File: src/rtl/register_file_pkg.sv
// Shared constants and types for the architectural register file.
// ROB_WIDTH_BIT sets the default ROB tag width; REG_NUM is the number of
// architectural registers; the ROB type codes are shared with the ROB.
package register_file_pkg;

    localparam int unsigned ROB_WIDTH_BIT = 4;
    localparam int unsigned REG_NUM       = 32;
    localparam int unsigned REG_ID_W      = 5;
    localparam int unsigned DATA_W        = 32;
    localparam int unsigned READ_PORTS    = 2;

    // Entry kinds tracked by the ROB.
    typedef enum logic [1:0] {
        ROB_TYPE_REG    = 2'd0,
        ROB_TYPE_STORE  = 2'd1,
        ROB_TYPE_BRANCH = 2'd2,
        ROB_TYPE_EXIT   = 2'd3
    } rob_type_e;

    // Operand as delivered to the decoder.
    typedef struct packed {
        logic [DATA_W-1:0]        val;
        logic                     has_dep;
        logic [ROB_WIDTH_BIT-1:0] dep;
    } operand_t;

endpackage

File: src/rtl/register_file.sv
// Architectural register file with rename tags.
// Writes: ROB commit port (set_reg_*) and rename port (set_dep_*), applied on
// posedge clk_in only while rdy_in=1; priority clear > rename > commit-clears-busy.
// Reads: two combinational decoder ports, each returning a value or the ROB tag
// it is still waiting on; pending tags are resolved via the ROB lookup ports.
// Ports:
//   clk_in, rst_in (async, active-low), rdy_in (pause), clear (ROB flush)
//   set_reg_id/set_val/set_reg_on_rob_id   commit destination, value, tag
//   set_dep_reg_id/set_dep_rob_id          rename destination and its tag
//   get_id1/2 -> val1/2, has_dep1/2, dep1/2, get_rob_id1/2
//   rob_value1/2_ready, rob_value1/2       ROB lookup result for get_rob_id1/2
// Configuration: define REGFILE_COMMIT_BYPASS_EN to forward the committing value
// straight to a matching read port during the commit cycle.
module register_file
    import register_file_pkg::*;
#(
    parameter int unsigned ROB_SIZE_BIT = ROB_WIDTH_BIT,
    parameter int unsigned REG_NUM      = register_file_pkg::REG_NUM
) (
    input  logic                    clk_in,
    input  logic                    rst_in,
    input  logic                    rdy_in,
    input  logic                    clear,
    input  logic [REG_ID_W-1:0]     set_reg_id,
    input  logic [DATA_W-1:0]       set_val,
    input  logic [ROB_SIZE_BIT-1:0] set_reg_on_rob_id,
    input  logic [REG_ID_W-1:0]     set_dep_reg_id,
    input  logic [ROB_SIZE_BIT-1:0] set_dep_rob_id,
    input  logic [REG_ID_W-1:0]     get_id1,
    input  logic [REG_ID_W-1:0]     get_id2,
    output logic [DATA_W-1:0]       val1,
    output logic [DATA_W-1:0]       val2,
    output logic                    has_dep1,
    output logic                    has_dep2,
    output logic [ROB_SIZE_BIT-1:0] dep1,
    output logic [ROB_SIZE_BIT-1:0] dep2,
    output logic [ROB_SIZE_BIT-1:0] get_rob_id1,
    output logic [ROB_SIZE_BIT-1:0] get_rob_id2,
    input  logic                    rob_value1_ready,
    input  logic                    rob_value2_ready,
    input  logic [DATA_W-1:0]       rob_value1,
    input  logic [DATA_W-1:0]       rob_value2
);

    logic [DATA_W-1:0]       regs [REG_NUM];
    logic [ROB_SIZE_BIT-1:0] tag  [REG_NUM];
    logic [REG_NUM-1:0]      busy;

    logic commit_en;
    logic rename_en;

    assign commit_en = rdy_in && !clear && (set_reg_id != '0);
    assign rename_en = rdy_in && !clear && (set_dep_reg_id != '0);

    // State update; x0 is excluded from the loop so it stays zero and never busy.
    always_ff @(posedge clk_in or negedge rst_in) begin
        if (!rst_in) begin
            for (int i = 0; i < int'(REG_NUM); i++) begin
                regs[i] <= '0;
                tag[i]  <= '0;
            end
            busy <= '0;
        end else if (rdy_in) begin
            if (clear) begin
                for (int i = 0; i < int'(REG_NUM); i++) begin
                    tag[i] <= '0;
                end
                busy <= '0;
            end else begin
                for (int i = 1; i < int'(REG_NUM); i++) begin
                    if (commit_en && (set_reg_id == REG_ID_W'(i))) begin
                        regs[i] <= set_val;
                    end
                    // A same-cycle rename supersedes the commit's busy clear.
                    if (rename_en && (set_dep_reg_id == REG_ID_W'(i))) begin
                        busy[i] <= 1'b1;
                        tag[i]  <= set_dep_rob_id;
                    end else if (commit_en && (set_reg_id == REG_ID_W'(i)) &&
                                 busy[i] && (tag[i] == set_reg_on_rob_id)) begin
                        busy[i] <= 1'b0;
                    end
                end
            end
        end
    end

    logic [REG_ID_W-1:0] get_id_a    [READ_PORTS];
    logic                rob_ready_a [READ_PORTS];
    logic [DATA_W-1:0]   rob_value_a [READ_PORTS];

    assign get_id_a[0]    = get_id1;
    assign get_id_a[1]    = get_id2;
    assign rob_ready_a[0] = rob_value1_ready;
    assign rob_ready_a[1] = rob_value2_ready;
    assign rob_value_a[0] = rob_value1;
    assign rob_value_a[1] = rob_value2;

    // Per-port operand mux: architectural value, ROB bypass, or pending tag.
    for (genvar k = 0; k < int'(READ_PORTS); k++) begin : g_rd
        logic [DATA_W-1:0]       val_c;
        logic                    has_dep_c;
        logic [ROB_SIZE_BIT-1:0] dep_c;
        logic [ROB_SIZE_BIT-1:0] tag_c;

        assign tag_c = tag[get_id_a[k]];

        always_comb begin
            val_c     = regs[get_id_a[k]];
            has_dep_c = 1'b0;
            dep_c     = '0;
            if ((get_id_a[k] != '0) && busy[get_id_a[k]]) begin
`ifdef REGFILE_COMMIT_BYPASS_EN
                if (!clear && (set_reg_id != '0) && (get_id_a[k] == set_reg_id) &&
                    (tag_c == set_reg_on_rob_id)) begin
                    val_c = set_val;
                end else
`endif
                if (rob_ready_a[k]) begin
                    val_c = rob_value_a[k];
                end else begin
                    val_c     = '0;
                    has_dep_c = 1'b1;
                    dep_c     = tag_c;
                end
            end
        end
    end

    assign val1        = g_rd[0].val_c;
    assign has_dep1    = g_rd[0].has_dep_c;
    assign dep1        = g_rd[0].dep_c;
    assign get_rob_id1 = g_rd[0].tag_c;
    assign val2        = g_rd[1].val_c;
    assign has_dep2    = g_rd[1].has_dep_c;
    assign dep2        = g_rd[1].dep_c;
    assign get_rob_id2 = g_rd[1].tag_c;

endmodule

File: config.mk
export PLATFORM = sky130hd
export DESIGN_NAME = register_file
export DESIGN_NICKNAME = d
export VERILOG_FILES = /design/src/rtl/register_file_pkg.sv /design/src/rtl/register_file.sv
export SDC_FILE = /design/constraint.sdc
export NUM_CORES = 2
export LEC_CHECK = 0
export BUFFER_PORTS_ARGS = -buffer_cell sky130_fd_sc_hd__buf_2
export CAP_MARGIN = 30
export CORE_ASPECT_RATIO = 1.75
export CORE_MARGIN = 4
export CORE_UTILIZATION = 63
export CTS_CLUSTER_DIAMETER = 200
export DETAILED_ROUTE_END_ITERATION = 8
export GPL_ROUTABILITY_DRIVEN = 0
export PLACE_DENSITY_LB_ADDON = 0.15
export SLEW_MARGIN = 5
export SYNTH_ARGS = -nofsm -noshare
export SYNTH_HDL_FRONTEND = slang
export SYNTH_SLANG_ARGS = --single-unit
export TNS_END_PERCENT = 30
File: constraint.sdc
create_clock -name clk_in -period 3.29 [get_ports clk_in]
set_input_delay 0.4935 -clock clk_in [delete_from_list [all_inputs] [get_ports clk_in]]
set_output_delay 0.4935 -clock clk_in [all_outputs]
set_load 0.02 [all_outputs]
==> results.toml <==
[sta]
max_freq_ghz = 0.271
skew_ns = 0.0155
hold_viol = 0
worst_pin_slew_ns = 1.08
period_needed_ns = 3.69
final.period_utilization = 1.12
grt_setup_unrepaired = "true"
max_slew_margin = 0.281
setup_viol = 74
hold_ws_ns = 0.165
drv_slew = 0
setup_slack_ns = -0.401

[final_layout]
layout_common_cells = "dfrtp_1, mux2_2, mux4_2"
syn2layout_area_growth_pct = 13.0
final_area_mm2 = 0.0729
fill_cells = 6699
drive_above_1_share = 0.485
fin_cells = 6259
final_common_cell = "dfrtp_1"
layout.nets = 4965

[worst_setup_path]
setup.worst_path.end = "val2[24]"
path_depth = 9
r2r_slack_ns = 1.49
crit_path_end_kind = "output port"
cp.arrival_ns = 3.20
worstPathCellList = "mux4_2 -> mux2i_1 -> nor2b_1 -> nor4_4 -> buf_6 -> buf_12 -> o211ai_1 -> o22ai_1 -> buf_4"
r2r-end = "busy[16]"
cp_data_required_time_ns = 2.80
cp_slowest_stage_delay_ns = 0.50
cp_top_family = "multiplexers"
startpoint = "busy[15]"
crit_buf_inv = 3
crit_fanout = 7
cpMaxStageDelayCell = "mux4_2"
start_kind = "register"
r2r_cells = 5
r2r-start = "tag[62]"
critical_path_class = "register to output port"

[logic_synthesis]
ys_ff_latch = 1147
yosys_warnings = 32
synth_edf_count = 0
seq_area_frac_synth = 0.445
syn_area_mm2 = 0.0645
ys_types = 60
syn_nets = 4808
async_flop_share = 1.00
syn_inst = 4678
synthFlopType = "dfrtp_1"
avgSynthCellArea_um2 = 13.8

[clocking]
clkLatencyLatePin_ns = 0.73
cts_tree = "built"
numCtsBuffers = 110
cts_buffer_depth = 3
root_buffer = "clkbuf_16"
clk_pin_slew_ns = 0.06
h-tree-depth = 3
numClockSinks = 1147

[power]
ir_worst_vdd_mv = 0.584
pwr_density_cell_mw_per_mm2 = 528
p_sw_mw = 10.8
internal-power_mw = 27.7
power_frac_clock = 0.339
pwr-share-seq = 0.453
pwr-share-comb = 0.208
power.leakage_nw = 32.5
swShare = 0.280

[global_route]
grt_usage = 0.392
met3_usage = 0.0737
grt_first_pass_wirelength_um = 312000
antenna_found_initial = 10
met1_usage = 0.481
grt_use_met2 = 0.633
grt_pass1_vias = 47844
gr-total-overflow = 0
grt_max_degree = 110
grt-busiest-layer = "met2"

[die]
ios = 212
die-area_mm2 = 0.108
die_w_um = 250
start_util = 0.633
rows = 155
core_area_mm2 = 0.102
die_h_um = 431

[route]
drtPass1Iterations = 8
drc_errors = 0
drt-total-wl_um = 213000
antenna_left = 0
wire_per_inst_um = 34.0
vias = 45784
drt_iter0_drc = 4900
vias_per_cell = 7.31

[place]
post-dp-hpwl_um = 134000
io_buffers = 211
dp.cells = 6042
placed_area_mm2 = 0.0686

[outcome]
status = "finished with violations"
violations = "setup timing"

[min_path]
hp-class = "input port to register"

[run]
cap_violations = 0
## timing repair
action,4_1_cts,5_1_grt
setup endpoints to repair,75,74
pin swaps,5,8
resized for setup,92,41
endpoints found under the hold margin,27,0
setup buffers,10,2
cloned,2,1
hold buffers,1,0
## cells by family after synthesis
logic type      count (synthesis)  share of synthesized area
compound gates                516                     0.0522
flops                        1147                      0.445
xor+xnor                      124                     0.0168
mux                          1861                      0.411
buf+inv                       521                     0.0384
simple gates                  509                     0.0360
## routing by layer
metal	vias up	share of wire
li1	18132	-
met1	24024	0.34
met2	2813	0.48
met3	813	0.090
met4	2	0.083
met5	-	0.000042
## how the worst min path moves through the flow
stage                           start        end  slack, ns  cells past startpoint
global route        set_dep_rob_id[3]   tag[119]       0.20                      3
CTS                 set_dep_rob_id[3]   tag[115]       0.13                      3
detailed placement          regs[228]  regs[228]       0.50                      1
global placement            regs[484]  regs[484]       0.49                      1
floorplan                      rst_in   busy[10]       0.20                      0
finish              set_dep_rob_id[3]   tag[119]       0.17                      3
## Yosys cell counts (36+ instances only)
cell         n  area [um^2]
mux2_2    1084        12200
mux2_1      51          574
a221oi_1    43          377
xor2_1      97          850
dfrtp_1   1147        28700
mux2i_1    209         2090
clkbuf_1   246          923
o21ai_0    123          616
inv_1       36          135
nand2_1    254          953
a21oi_1     60          300
buf_1       55          206
o22ai_1    106          663
buf_2      122          611
nor2_1     100          375
a22oi_1     59          443
mux4_2     517        11600
## stage by stage
stage	setup TNS (ns)	utilization	setup slack, ns	total power [mW]
global placement	-0.181	0.673	-0.159	24.9
floorplan	0	-	0.343	22.4
global route	-23.72	0.715	-0.469	39.8
detailed placement	-0.390	0.673	-0.187	25.3
finish	-18.76	0.716	-0.401	38.5
CTS	-22.89	0.714	-0.464	38.4
## power groups by stage
stage | Combinational (mW) | Clock (mW) | Sequential (mW)
floorplan | 5.41 | 0 | 17.0
global placement | 7.48 | 0 | 17.4
detailed placement | 7.67 | 0 | 17.6
CTS | 7.90 | 13.2 | 17.3
global route | 8.48 | 13.7 | 17.6
finish | 8.00 | 13.1 | 17.4
## tightest hold or removal path: stages
cell and delay (ns):
buf_2 0.15, nand2b_1 0.13, o21ai_0 0.08
## sequential cells by signal, indices dropped and copies added (netlist names)
| signal | cells |
|---|---|
| tag | 124 |
| busy | 31 |
| regs | 992 |
## area by class of cell
| type | count | area, um^2 | share of cell area |
|---|---|---|---|
| multi-input combinational | 3010 | 33800 | 0.463 |
| sequential | 1147 | 28700 | 0.394 |
| timing repair buffer | 530 | 4920 | 0.0675 |
| clock buffer | 165 | 3290 | 0.0452 |
| tap | 1334 | 1670 | 0.0229 |
| clock inverter | 25 | 350 | 0.00481 |
| inverter | 36 | 135 | 0.00185 |
| antenna | 12 | 30.0 | 0.000412 |
(Power assumes the default switching activity.)
